===== src/rtl/instruction_fetch.sv =====
// Fetch stage for the Risco-5 core: PC ownership, single-outstanding
// instruction-memory reads, a one-entry output slot to decode, and
// redirect handling with flushing of wrong-path fetches.
// Optional feature macro: FETCH_MISALIGN_TRAP_EN (misaligned redirect trap).
module instruction_fetch (
  input  logic        clk,
  input  logic        rst_n,
  input  logic        stall,
  input  logic        redirect,
  input  logic [31:0] redirect_pc,
  output logic        mem_rd,
  output logic [31:0] mem_addr,
  input  logic        mem_ack,
  input  logic [31:0] mem_data,
  output logic        instr_valid,
  output logic [31:0] instruction,
  output logic [31:0] instr_pc,
  output logic        misaligned_fault
);

  localparam int unsigned XLEN = 32;
  localparam logic [XLEN-1:0] RESET_VECTOR = 32'h0000_0000;
  localparam logic [XLEN-1:0] NOP_WORD     = 32'h0000_0013;
  localparam logic [XLEN-1:0] WORD_BYTES   = 32'd4;
  localparam logic [XLEN-1:0] ALIGN_MASK   = 32'hFFFF_FFFC;

  typedef enum logic [1:0] {
    IDLE    = 2'd0,
    REQ     = 2'd1,
    DISCARD = 2'd2
  } state_t;

  state_t          state;
  state_t          state_next;
  logic [XLEN-1:0] pc;
  logic [XLEN-1:0] req_addr;
  logic            pending;
  logic            slot_free;
  logic            ack_ok;
  logic            fault;
  logic            target_bad;
  logic [XLEN-1:0] target_pc;

  // Redirect targets are always word aligned in the PC; low bits only feed the trap.
  assign target_pc = redirect_pc & ALIGN_MASK;

`ifdef FETCH_MISALIGN_TRAP_EN
  assign target_bad = (redirect_pc[1:0] != 2'b00);

  // Sticky misaligned-target fault, cleared by an aligned redirect.
  always_ff @(posedge clk or negedge rst_n) begin
    if (!rst_n) begin
      fault <= 1'b0;
    end else if (redirect) begin
      fault <= target_bad;
    end
  end
`else
  assign target_bad = 1'b0;
  assign fault      = 1'b0;
`endif

  assign misaligned_fault = fault;

  // Address held stable while a request is outstanding, otherwise the live PC.
  assign mem_addr  = pending ? req_addr : pc;
  assign slot_free = !instr_valid || !stall;
  assign ack_ok    = mem_rd && mem_ack;

  // State register.
  always_ff @(posedge clk or negedge rst_n) begin
    if (!rst_n) begin
      state <= IDLE;
    end else begin
      state <= state_next;
    end
  end

  // Next-state and memory request.
  always_comb begin
    state_next = state;
    mem_rd     = 1'b0;
    case (state)
      IDLE: begin
        if (!fault) state_next = REQ;
      end
      REQ: begin
        mem_rd = pending || slot_free;
      end
      DISCARD: begin
        mem_rd = 1'b1;
        if (mem_ack) state_next = fault ? IDLE : REQ;
      end
      default: state_next = IDLE;
    endcase
    if (redirect) begin
      if (mem_rd && !mem_ack) state_next = DISCARD;
      else if (target_bad)    state_next = IDLE;
      else                    state_next = REQ;
    end
  end

  // Outstanding-request tracking and captured request address.
  always_ff @(posedge clk or negedge rst_n) begin
    if (!rst_n) begin
      pending  <= 1'b0;
      req_addr <= RESET_VECTOR;
    end else begin
      pending <= mem_rd && !mem_ack;
      if (mem_rd && !pending) req_addr <= pc;
    end
  end

  // PC and output slot: redirect flushes, ack fills, consumption empties.
  always_ff @(posedge clk or negedge rst_n) begin
    if (!rst_n) begin
      pc          <= RESET_VECTOR;
      instr_valid <= 1'b0;
      instruction <= NOP_WORD;
      instr_pc    <= '0;
    end else if (redirect) begin
      pc          <= target_pc;
      instr_valid <= 1'b0;
      instruction <= NOP_WORD;
    end else if (state == REQ && ack_ok) begin
      instruction <= mem_data;
      instr_pc    <= mem_addr;
      instr_valid <= 1'b1;
      pc          <= XLEN'(pc + WORD_BYTES);
    end else if (instr_valid && !stall) begin
      instr_valid <= 1'b0;
      instruction <= NOP_WORD;
    end
  end

endmodule


===== config.mk =====
export PLATFORM = sky130hd
export DESIGN_NAME = instruction_fetch
export DESIGN_NICKNAME = d
export VERILOG_FILES = /design/src/rtl/instruction_fetch.sv
export SDC_FILE = /design/constraint.sdc
export NUM_CORES = 1
export LEC_CHECK = 0
export BUFFER_PORTS_ARGS = -buffer_cell sky130_fd_sc_hd__clkbuf_2
export CORE_MARGIN = 5
export CORE_UTILIZATION = 56
export CTS_CLUSTER_DIAMETER = 80
export DETAILED_ROUTE_END_ITERATION = 12
export GPL_ROUTABILITY_DRIVEN = 0
export PLACE_DENSITY = 0.9
export SETUP_SLACK_MARGIN = 0.1
export SLEW_MARGIN = 20
export SYNTH_ARGS = -nofsm -noshare
export SYNTH_HDL_FRONTEND = slang
export SYNTH_SLANG_ARGS = --single-unit

===== constraint.sdc =====
create_clock -name clk -period 5.6 [get_ports clk]
set_input_delay 0.84 -clock clk [delete_from_list [all_inputs] [get_ports clk]]
set_output_delay 0.84 -clock clk [all_outputs]
set_load 0.03 [all_outputs]

==> summary.md <==
| Metric | Value |
|---|---|
| Hpwl dp | `10910 um` |
| Antenna cells | `0` |
| Flops & latches, synth | `126` |
| CTS Buf Count | `17` |
| Critical Path AT | `2.30 ns` |
| Grt total ovfl | `0` |
| Hold_buf cts | `0` |
| Post-synthesis sequential area ratio | `0.5304` |
| H-tree Lvls | `4` |
| Leakage power | `0.003562 uW` |
| Post-CTS Resized | `0` |
| Chip Width | `113.1 um` |
| Status | `finished clean` |
| Syn avg cell area | `10.59 um2` |
| Final setup violation count | `0` |
| Final Hold Fails | `0` |
| Root buf cell | `clkbuf_8` |
| Final instance count without filler cells | `861` |
| Post-CTS Setup Bufs | `0` |
| Post-synth ARST share | `1.000` |
| Final setup TNS | `0 ns` |
| Slew Limit Headroom | `0.3430` |
| Crit path time final | `3.144 ns` |
| Synth top area share | `0.5171` |
| Worst hold slack | `0.3382 ns` |
| Largest net degree at the start of global routing | `80` |
| Gr usage total | `0.2535` |
| Number of vias per cell | `5.859` |
| I/O Buffers | `160` |
| Actual slew at the worst max-slew pin | `0.9722 ns` |
| Final Util | `0.7182` |
| Cell area after synthesis | `5952 um2` |
| Clock Latency Late Sink | `0.52 ns` |
| Drt initial violations | `402` |
| RSZ-0062 raised after global routing | `false` |
| Die area | `12790 um2` |
| CP max-delay cell | `dfrtp_1` |
| CP Class | `reg -> out` |
| Nets | `785` |
| Reg clk slew, reported paths | `0.07 ns` |
| Final Max Slew Viols | `0` |
| Area growth syn-to-layout | `24.57%` |
| Worst clock skew | `0.01142 ns` |
| CTS sink cnt | `126` |
| Global-route wire length before repair | `25990 um` |
| Crit. End Element | `primary output` |
| Peak per-stage delay on the critical path | `0.74 ns` |
| Synth warnings | `0` |
| Core area | `10320 um2` |
| Cells after DPL | `829` |
| Main synth FF type | `dfrtp_1` |
| Tcrit/Tclk final | `0.5614` |
| Routed length per instance | `18.54 um` |
| Startpoint types | `flip-flop` |
| Worst EP required | `4.76 ns` |
| Worst hold path class | `in -> async` |
| Worst-path fanout max | `22` |
| EDFF count, synth | `0` |
| Count of cell types in the netlist | `49` |
| Max IR drop VDD | `0.4927 mV` |
| Most frequent cells after synthesis | `dfrtp_1 (123), nand2_1 (117), mux2_2 (57)` |
| Clock tree buffer depth | `2` |
| Number of core rows | `37` |
| Via count | `5045` |
| Die Y | `113.1 um` |
| Layout cells sized above 1 | `0.3683` |
| Crit-path cells | `buf_4, nand2_1, o21ai_0, clkbuf_2` |
| DRT Wirelength | `15960 um` |
| Max Clk Rate | `0.3181 GHz` |
| Drt drc | `0` |
| Vias in the first global route | `5310` |
| Area leader, netlist | `dfrtp_1` |
| Initial cell density of the core | `0.5765` |
| Gate Count Post-Synth | `562` |
| Cell with the most instances after synthesis | `dfrtp_1` |
| Synth area leaders | `dfrtp_1 (52%), mux2_2 (11%), nand2_1 (7.4%)` |
| Antenna Nets Post-Route | `0` |
| Initial antenna violation count | `0` |
| IO Pins | `168` |
| Max Cap Violations | `0` |
| Cell Pwr Density | `601.5 nW/um2` |
| DRT Pass-1 Iters | `5` |
| CTS tree | `built` |
[cells by family (layout without fill, tap and decap cells)]
logic type	count (synthesis)	count (layout)	synth area share
and+or+nand+nor	223	223	0.1814
DFF	126	126	0.5304
AOI/OAI and AO/OA	93	93	0.1127
muxes	58	58	0.1095
buffers and inverters	51	210	0.04814
xor gates and xnor gates	6	6	0.008829
adders and majority gates	4	4	0.008409
other	1	5	0.0006300
[sequential cells by signal, indices dropped and copies added, names as in the netlist]
signal and cells:
instruction 32, pc 30, pending 1, state 2
req_addr 30, instr_valid 1, instr_pc 30
[final timing paths]
check | from | end | slack, ns | cells past startpoint
max reg2reg | pending | req_addr[27] | 3.03 | 5
max in group asynchronous | rst_n | instruction[27] | 4.14 | 2
min | rst_n | pc[23] | 0.34 | 1
min in group clk | instruction[1] | instruction[1] | 0.47 | 2
max | pending | mem_addr[19] | 2.46 | 4
min reg2reg | instruction[1] | instruction[1] | 0.47 | 2
[layout by cell type (no fill, tap or decap), types with 4 or more instances in the layout]
| cell | instances |
|---|---|
| or4_1 | 18 |
| nor2b_1 | 4 |
| a31oi_1 | 18 |
| nor2_1 | 27 |
| a22o_1 | 30 |
| xnor2_1 | 5 |
| ha_1 | 4 |
| clkinv_4 | 6 |
| clkbuf_16 | 16 |
| nand4_1 | 10 |
| nand3_1 | 17 |
| dfrtp_1 | 123 |
| buf_4 | 7 |
| clkbuf_2 | 159 |
| mux2_2 | 57 |
| o21ai_0 | 16 |
| nand2_1 | 117 |
| and4_1 | 6 |
| bufinv_16 | 4 |
| o31ai_1 | 16 |
| a21oi_1 | 5 |
| inv_1 | 10 |
| conb_1 | 5 |
[worst max-delay path, delay by kind of cell (launching register included)]
family | cells | cell delay [ns]
buffers and inverters | 2 | 0.72
AND/OR/NAND/NOR | 1 | 0.09
flip-flops | 1 | 0.74
AO/OA/AOI/OAI | 1 | 0.23
[area by class of cell]
class	count	area, um2
timing repair buffer	168	870.8
clock buffer	18	427.9
sequential	126	3157
clock inverter	14	206.4
fill	736	2909
inverter	10	37.54
multi-input combinational	389	2545
tap	136	170.2
[where the power goes]
| group | switching, uW | internal [uW] | total [uW] |
|---|---|---|---|
| registers | 225 | 1220 | 1440 |
| clock network | 433 | 743 | 1180 |
| logic | 1170 | 665 | 1840 |
| total | 1830 | 2630 | 4460 |
[metal layers]
metal / track usage / part of all wire / vias up
li1: - / - / 2310
met4: 0.1130 / 0.028 / 0
met3: 0.06471 / 0.067 / 39
met1: 0.2976 / 0.38 / 2478
met2: 0.4384 / 0.52 / 218
met5: 0 / 0 / -
[stage by stage]
stage / power, uW / area, um2 / setup slack (ns)
2_1_floorplan: 2744 / 5967 / 3.293
3_3_place_gp: 3197 / 6765 / 2.973
3_5_place_dp: 3274 / 6777 / 2.939
4_1_cts: 4484 / 7411 / 2.440
5_1_grt: 4686 / 7415 / 2.363
6_report: 4460 / 7415 / 2.456
Power figures use the tool's default switching activity.
